[src/rtl/mega8_regs_pkg.sv]
// Register indices and reset constants shared by the Mega-8 register bank.
package mega8_regs_pkg;
  localparam logic [3:0] REG_ZERO = 4'd0;
  localparam logic [3:0] REG_SP   = 4'd13;
  localparam logic [3:0] REG_PL   = 4'd14;
  localparam logic [3:0] REG_PH   = 4'd15;
  localparam logic [7:0] SP_RESET_DEFAULT = 8'hFF;
endpackage

[src/rtl/reg8_ld.sv]
// 8-bit register with async reset value and enabled load.
module reg8_ld #(
  parameter logic [7:0] RST_VAL = 8'h00
) (
  input  logic       clk,
  input  logic       rst,
  input  logic       en,
  input  logic [7:0] d,
  output logic [7:0] q
);
  always_ff @(posedge clk or posedge rst) begin
    if (rst)     q <= RST_VAL;
    else if (en) q <= d;
  end
endmodule

[src/rtl/register_bank16x8.sv]
// Sixteen 8-bit registers: R0 reads zero, R13 is a bounded stack pointer,
// {R15,R14} is a 16-bit pointer with inc/dec.
module register_bank16x8
  import mega8_regs_pkg::*;
#(
  parameter logic [7:0] SP_RESET = SP_RESET_DEFAULT
) (
  input  logic        clk,
  input  logic        rst,
  input  logic        we,
  input  logic [3:0]  waddr,
  input  logic [7:0]  wdata,
  input  logic        ptr_inc,
  input  logic        ptr_dec,
  input  logic        sp_push,
  input  logic        sp_pop,
  output logic [7:0]  r0,
  output logic [7:0]  r1,
  output logic [7:0]  r2,
  output logic [7:0]  r3,
  output logic [7:0]  r4,
  output logic [7:0]  r5,
  output logic [7:0]  r6,
  output logic [7:0]  r7,
  output logic [7:0]  r8,
  output logic [7:0]  r9,
  output logic [7:0]  r10,
  output logic [7:0]  r11,
  output logic [7:0]  r12,
  output logic [7:0]  r13,
  output logic [7:0]  r14,
  output logic [7:0]  r15,
  output logic [15:0] ptr,
  output logic        sp_empty,
  output logic        sp_full,
  output logic        sp_err
);
  logic [12:1][7:0] gq;
  logic [7:0]       sp_q;
  logic [15:0]      ptr_q;

  genvar i;
  generate
    for (i = 1; i <= 12; i++) begin : g_gpr
      reg8_ld #(.RST_VAL(8'h00)) u_reg (
        .clk (clk),
        .rst (rst),
        .en  (we && (waddr == 4'(i))),
        .d   (wdata),
        .q   (gq[i])
      );
    end
  endgenerate

  logic wr_sp, wr_pl, wr_ph;
  logic push_only, pop_only, inc_only, dec_only;

  assign wr_sp     = we && (waddr == REG_SP);
  assign wr_pl     = we && (waddr == REG_PL);
  assign wr_ph     = we && (waddr == REG_PH);
  assign push_only = sp_push && !sp_pop;
  assign pop_only  = sp_pop && !sp_push;
  assign inc_only  = ptr_inc && !ptr_dec;
  assign dec_only  = ptr_dec && !ptr_inc;

  assign sp_empty = (sp_q == SP_RESET);
  assign sp_full  = (sp_q == 8'h00);

  // A write to either pointer byte wins over the whole 16-bit step.
  always_ff @(posedge clk or posedge rst) begin
    if (rst)           ptr_q <= 16'h0000;
    else if (wr_pl)    ptr_q <= {ptr_q[15:8], wdata};
    else if (wr_ph)    ptr_q <= {wdata, ptr_q[7:0]};
    else if (inc_only) ptr_q <= ptr_q + 16'h0001;
    else if (dec_only) ptr_q <= ptr_q - 16'h0001;
  end

  always_ff @(posedge clk or posedge rst) begin
    if (rst) begin
      sp_q   <= SP_RESET;
      sp_err <= 1'b0;
    end else begin
      sp_err <= 1'b0;
      if (wr_sp) begin
        sp_q <= wdata;
      end else if (push_only) begin
        if (sp_full) sp_err <= 1'b1;
        else         sp_q   <= sp_q - 8'h01;
      end else if (pop_only) begin
        if (sp_empty) sp_err <= 1'b1;
        else          sp_q   <= sp_q + 8'h01;
      end
    end
  end

  assign r0  = 8'h00;
  assign r1  = gq[1];
  assign r2  = gq[2];
  assign r3  = gq[3];
  assign r4  = gq[4];
  assign r5  = gq[5];
  assign r6  = gq[6];
  assign r7  = gq[7];
  assign r8  = gq[8];
  assign r9  = gq[9];
  assign r10 = gq[10];
  assign r11 = gq[11];
  assign r12 = gq[12];
  assign r13 = sp_q;
  assign r14 = ptr_q[7:0];
  assign r15 = ptr_q[15:8];
  assign ptr = ptr_q;
endmodule

[config.mk]
export PLATFORM = sky130hd
export DESIGN_NAME = register_bank16x8
export DESIGN_NICKNAME = d
export VERILOG_FILES = /design/src/rtl/mega8_regs_pkg.sv /design/src/rtl/reg8_ld.sv /design/src/rtl/register_bank16x8.sv
export SDC_FILE = /design/constraint.sdc
export NUM_CORES = 1
export LEC_CHECK = 0
export BUFFER_PORTS_ARGS = -buffer_cell sky130_fd_sc_hd__clkbuf_2
export CORE_MARGIN = 1.5
export CORE_UTILIZATION = 45
export DETAILED_ROUTE_END_ITERATION = 10
export MAX_ROUTING_LAYER = met4
export PLACE_DENSITY = 0.7
export SYNTH_ARGS = -nofsm -noshare
export SYNTH_HDL_FRONTEND = slang
export SYNTH_SLANG_ARGS = --single-unit
[constraint.sdc]
create_clock -name clk -period 14.25 [get_ports clk]
set_input_delay 4.275 -clock clk [delete_from_list [all_inputs] [get_ports clk]]
set_output_delay 4.275 -clock clk [all_outputs]
set_load 0.01 [all_outputs]
==> metrics.txt, run 1 <==
routed via count 4584; internal power 1036 uW; largest net degree at the start of global routing between 60 and 70; Unique masters post-synth 57; Clock power frac 0.286; crit path time final roughly 6.9 ns; crit path kind in -> reg; post-CTS setup buffers 0; combinational share of power 0.376; Final Setup Violations 0; starting density of the core 0.4597; # nets final 705; #FFs+latches synth 121; sequential share of power 0.338; Residual DRC 0; CTS tree yes; Final Hold Vio Count 0; Final Cycle Share 0.4861; startpoint types primary input; die width 119.1 um; Seq/Total Area, Yosys 0.5010; Max-slew headroom 0.4357; pre-CTS WS 7.021 ns; H-tree Lvls 4; Reg clk slew, reported paths 0.05 ns; Setup TNS 0 ns; final worst slack 7.322 ns; gr ovfl total 0; Die Y between 100 and 150 um; max cap viols 0; Row Count 42; WHS Path Cells 1; switching share of power 0.3471; detailed router's first-iteration violation count 232; status completed; Ys Warns 0; clk sinks 121; pwr dens 212.1 nW/um^2; Worst Path Max Fanout 19; total CTS buffers 17; Core Area ~13000 um^2; synth cell count leaders dfrtp_1, mux2_2, nor2_1; Reg2Reg Depth 9; count leader, synth dfrtp_1; Skew-Pair Late Insertion Delay between 0.4 and 0.5 ns; hold crit path type reg -> reg; # IOs 166; max-slew violation count 0; first-pass GRT wire length 24.71 mm; root buffer cell clkbuf_16; cts hold-fix bufs 0; peak supply drop 0.1048 mV; diode count 0; share of post-route cells with drive strength above 1 0.4486; data required time of the critical path ~15 ns; mean instance size in the synthesized netlist between 10 and 15 um^2; post-DP HPWL 10.84 mm; wire length per cell 18.21 um; leading area contributor after synthesis dfrtp_1; Setup Skew ~0.012 ns; worst hold slack about 0.5 ns; vias per cell 5.412; fmax 144.4 MHz; Slew @ Worst Pin 0.8465 ns; clk buf depth 2; Area Overhead vs Synth 23.38%; Leakage Power between 0.003 and 0.004 uW; placer congestion estimate roughly 0.89; RSZ-0062 raised after global routing false; Routed Antenna Nets 0; worst path arrival time roughly 7.2 ns; Resized Gates After CTS 0; Synth area leaders dfrtp_1, mux2_2, ha_1; cells after synthesis 519; first drt pass iteration count 5; final core utilization 0.5672; asr flop ratio synth 1.000; Die ar. ~14000 um^2; Tot Pwr between 1500 and 2000 uW; Syn Std Cell Area 6063 um^2; Crit. End Element register; top cell type's share of synthesized area 0.4664; net load switching power 550.7 uW; vias in the first global route 4704; DRT Wirelength 15.43 mm; Post-synth EDFFs 0; IO Port Bufs around 160; initial antenna violation count 0; Most used DFF post-synth dfrtp_1; GRT Total Usage 0.2327
final timing paths:
| kind | startpoint | end | slack (ns) |
|---|---|---|---|
| worst max-delay path | ptr_dec | ptr[12] | 7.32 |
| worst min register to register | g_gpr[6].u_reg.q[0] | g_gpr[6].u_reg.q[0] | 0.50 |
| max in group asynchronous | rst | g_gpr[2].u_reg.q[2] | 9.03 |
| min in group asynchronous | rst | g_gpr[12].u_reg.q[0] | 4.00 |
| worst min-delay path | g_gpr[6].u_reg.q[0] | g_gpr[6].u_reg.q[0] | 0.50 |
| worst max register to register | ptr[0] | ptr[12] | 11.55 |
power groups by stage:
stage / registers [uW] / clock network, uW / logic [uW]
detailed placement: 540 / 0 / 593
global placement: 533 / 0 / 579
global route: 550 / 475 / 660
floorplan: 567 / 0 / 382
finish: 536 / 454 / 597
CTS: 537 / 461 / 597
registers in the layout (all words and copies together) (netlist names):
| register | flops |
|---|---|
| g_gpr.u_reg.q | 96 |
| ptr | 16 |
| r13 | 8 |
| sp_err | 1 |
critical path, stage by stage:
cell       delay (ns)
clkbuf_2         0.09
nand2b_1         0.66
inv_1            0.19
fa_1             0.45
nand3b_1         0.22
a2111oi_0        0.52
nor2_1           0.12
a21oi_1          0.25
a21oi_1          0.13
xor2_1           0.15
o31ai_1          0.18
routing by layer:
layer	vias up	global-route usage	part of all wire
met5	-	-	0
met4	0	0.08057	0.021
met3	23	0.07088	0.071
met2	170	0.3663	0.48
met1	2282	0.2860	0.42
li1	2109	-	-
per-stage QoR:
| stage | instance area [um^2] | cells |
|---|---|---|
| 6_report | 7481 | 847 |
| 2_1_floorplan | 6090 | 526 |
| 3_3_place_gp | 6854 | 817 |
| 4_1_cts | 7481 | 847 |
| 3_5_place_dp | 6854 | 817 |
| 5_1_grt | 7481 | 847 |
cells by family after synthesis:
kind of cell,Yosys count,share of synthesized area
XOR/XNOR,16,0.02311
AND/OR/NAND/NOR,102,0.08151
buffers and inverters,58,0.05076
multiplexers,97,0.1799
adder cells (fa/ha/maj),26,0.05613
flip-flops,121,0.5010
other,1,0.0006185
AO/OA/AOI/OAI,98,0.1069
cells in the final DEF (no fill, tap or decap), drive strengths merged, types with 3 or more instances in the layout:
master	count
clkbuf	179
dfrtp	113
mux2	96
nor2	31
a21oi	30
nand2	26
ha	24
o21ai	20
inv	15
xnor2	11
nand3	8
conb	8
dfstp	8
a22oi	7
a21o	7
nand2b	6
a31oi	6
or3	6
xor2	5
nor3	5
o22ai	4
nor2b	4
bufinv	4
and3	3
nand3b	3
nand4	3
o21a	3
a221oi	3
or4	3
clkinv	3
area by class of cell:
type,instances,area (um^2)
clock inverter,8,142.6
fill,1112,5709
clock buffer,22,484.2
sequential,121,3038
inverter,15,58.81
timing repair buffer,158,793.3
tap,176,220.2
multi-input combinational,347,2744
Power figures use the tool's default switching activity.
==> run 2, diff against run 1 <==
--- a/config.mk
+++ b/config.mk
@@ -10,7 +10,7 @@
 export CORE_UTILIZATION = 45
 export DETAILED_ROUTE_END_ITERATION = 10
 export MAX_ROUTING_LAYER = met4
-export PLACE_DENSITY = 0.7
+export PLACE_DENSITY = 0.73
 export SYNTH_ARGS = -nofsm -noshare
 export SYNTH_HDL_FRONTEND = slang
 export SYNTH_SLANG_ARGS = --single-unit
==> constraint.sdc (replaced) <==
create_clock -name clk -period 6.3 [get_ports clk]
set_input_delay 1.89 -clock clk [delete_from_list [all_inputs] [get_ports clk]]
set_output_delay 1.89 -clock clk [all_outputs]
set_load 0.01 [all_outputs]
==> metrics.txt, run 2 (synthesized netlist as in run 1, its figures left out) <==
clk buf depth 2 (unchanged); pwr dens 474.0 nW/um^2 (+120%); post-DP HPWL 10.67 mm (-1.5%); worst path arrival time 4.42 ns (-2.82 ns); cts hold-fix bufs 0 (unchanged); Setup TNS 0 ns (unchanged); root buffer cell clkbuf_16; first drt pass iteration count 4 (-1); IO Port Bufs 157 (unchanged); share of post-route cells with drive strength above 1 0.4525 (+0.003938); H-tree Lvls 4 (unchanged); first-pass GRT wire length 24.36 mm (-1.4%); startpoint types primary input; # nets final 706 (+0.14%); Residual DRC 0 (unchanged); clk sinks 121 (unchanged); fillers 1135 (+2.1%); Routed Antenna Nets 0 (unchanged); sequential share of power 0.342 (+0.004); vias in the first global route 4547 (-3.3%); Leakage Power 0.003607 uW (-0.26%); peak supply drop 0.2441 mV (+130%); sequential cell area 3038 um^2 (unchanged); Final Cycle Share 0.6520; gr ovfl total 0 (unchanged); Post-Place Cells 818 (+0.12%); Area Overhead vs Synth 23.13%; die width 119.1 um (unchanged); max cap viols 0 (unchanged); # IOs 166 (unchanged); max-slew violation count 0 (unchanged); GRT Total Usage 0.2297 (-0.002947); routed via count 4584 (unchanged); Die ar. 14180 um^2 (unchanged); crit path kind in -> reg; Resized Gates After CTS 0 (unchanged); initial antenna violation count 0 (unchanged); largest net degree at the start of global routing 91 (+42%); Reg clk slew, reported paths 0.05 ns (about the same); Setup Skew 0.003189 ns (-0.008994 ns); RSZ-0062 raised after global routing false; area of the multi-input gates 2744 um^2 (unchanged); internal power 2264 uW (+120%); post-CTS setup buffers 0 (unchanged); Core Area 13190 um^2 (unchanged); combinational share of power 0.380 (+0.004); Skew-Pair Late Insertion Delay 0.41 ns (about the same); diode count 0 (unchanged); switching share of power 0.3601 (+0.01300); Max-slew headroom 0.2673 (-0.1684); Final Hold Vio Count 0 (unchanged); most frequent cells in the layout clkbuf_2, dfrtp_1, mux2_2; Row Count 42 (unchanged); placer congestion estimate 0.9292 (+4.7%); crit path time final around 4.1 ns; commonest non-fill, non-tap cell in the layout clkbuf_2; wire length per cell 18.16 um (-0.31%); net load switching power 1274 uW (+130%); Die Y 119.1 um (unchanged); Clock power frac 0.278 (-0.008); number of flip-flops in the largest register 96 (unchanged); Crit. End Element register; hold crit path type reg -> reg; Largest Register g_gpr.u_reg.q; DRT Wirelength 15.43 mm (about the same); Final Setup Violations 0 (unchanged); data required time of the critical path 6.61 ns (-7.95 ns); CTS tree yes; detailed router's first-iteration violation count 214 (-7.8%); Worst Path Max Fanout 19 (unchanged); status completed; starting density of the core 0.4597 (unchanged); vias per cell 5.393 (-0.35%); Slew @ Worst Pin 1.099 ns (+0.2526 ns); total CTS buffers 17 (unchanged); Layout Cells excl Fill 850 (+0.35%); fmax 243.4 MHz
run 2: worst paths after layout:
| kind | startpoint | slack [ns] | to | cells after the start |
|---|---|---|---|---|
| max | ptr_dec | 2.19 | ptr[12] | 12 |
| min | g_gpr[1].u_reg.q[5] | 0.50 | g_gpr[1].u_reg.q[5] | 1 |
| max reg2reg | ptr[0] | 3.60 | ptr[12] | 9 |
| min reg2reg | g_gpr[1].u_reg.q[5] | 0.50 | g_gpr[1].u_reg.q[5] | 1 |
| max in group asynchronous | rst | 3.49 | g_gpr[7].u_reg.q[0] | 3 |
| min in group asynchronous | rst | 1.74 | g_gpr[4].u_reg.q[0] | 2 |
run 2: routing by layer:
layer / up-vias / part of all wire / track usage
met5: - / 0 / -
met3: 14 / 0.065 / 0.06322
li1: 2116 / - / -
met2: 154 / 0.47 / 0.3522
met4: 0 / 0.013 / 0.07530
met1: 2300 / 0.45 / 0.2969
run 2: final cells by class:
type / instances / share of cell area
clock buffer: 20 / 0.06251
clock inverter: 12 / 0.01843
inverter: 15 / 0.007877
multi-input combinational: 347 / 0.3675
sequential: 121 / 0.4069
tap: 176 / 0.02950
timing repair buffer: 159 / 0.1073
run 2: critical path: stages:
cell       delay [ns]
clkbuf_2         0.10
nand2b_1         0.10
buf_4            0.25
inv_1            0.11
fa_1             0.41
nand3b_1         0.20
a2111oi_0        0.53
nor2_1           0.15
a21oi_1          0.22
a21oi_1          0.11
xor2_1           0.15
o31ai_1          0.20
run 2: power by group through the flow:
stage                     registers [uW]  logic, uW  clock network [uW]
after floorplan                     1280        863                   0
after global placement              1200       1330                   0
after detailed placement            1220       1340                   0
after CTS                           1210       1350                 997
after global routing                1240       1490                1030
final                               1210       1340                 984
run 2: per-stage QoR:
stage	total power [uW]	setup slack [ns]	hold slack [ns]	utilization	area, um^2
CTS	3557	2.163	0.5044	0.5660	7466
global placement	2533	1.861	0.4885	0.5202	6862
detailed placement	2562	1.763	0.4922	0.5202	6862
floorplan	2145	1.209	0.5080	-	6090
finish	3539	2.192	0.5017	0.5660	7466
global route	3758	1.944	0.5192	0.5660	7466
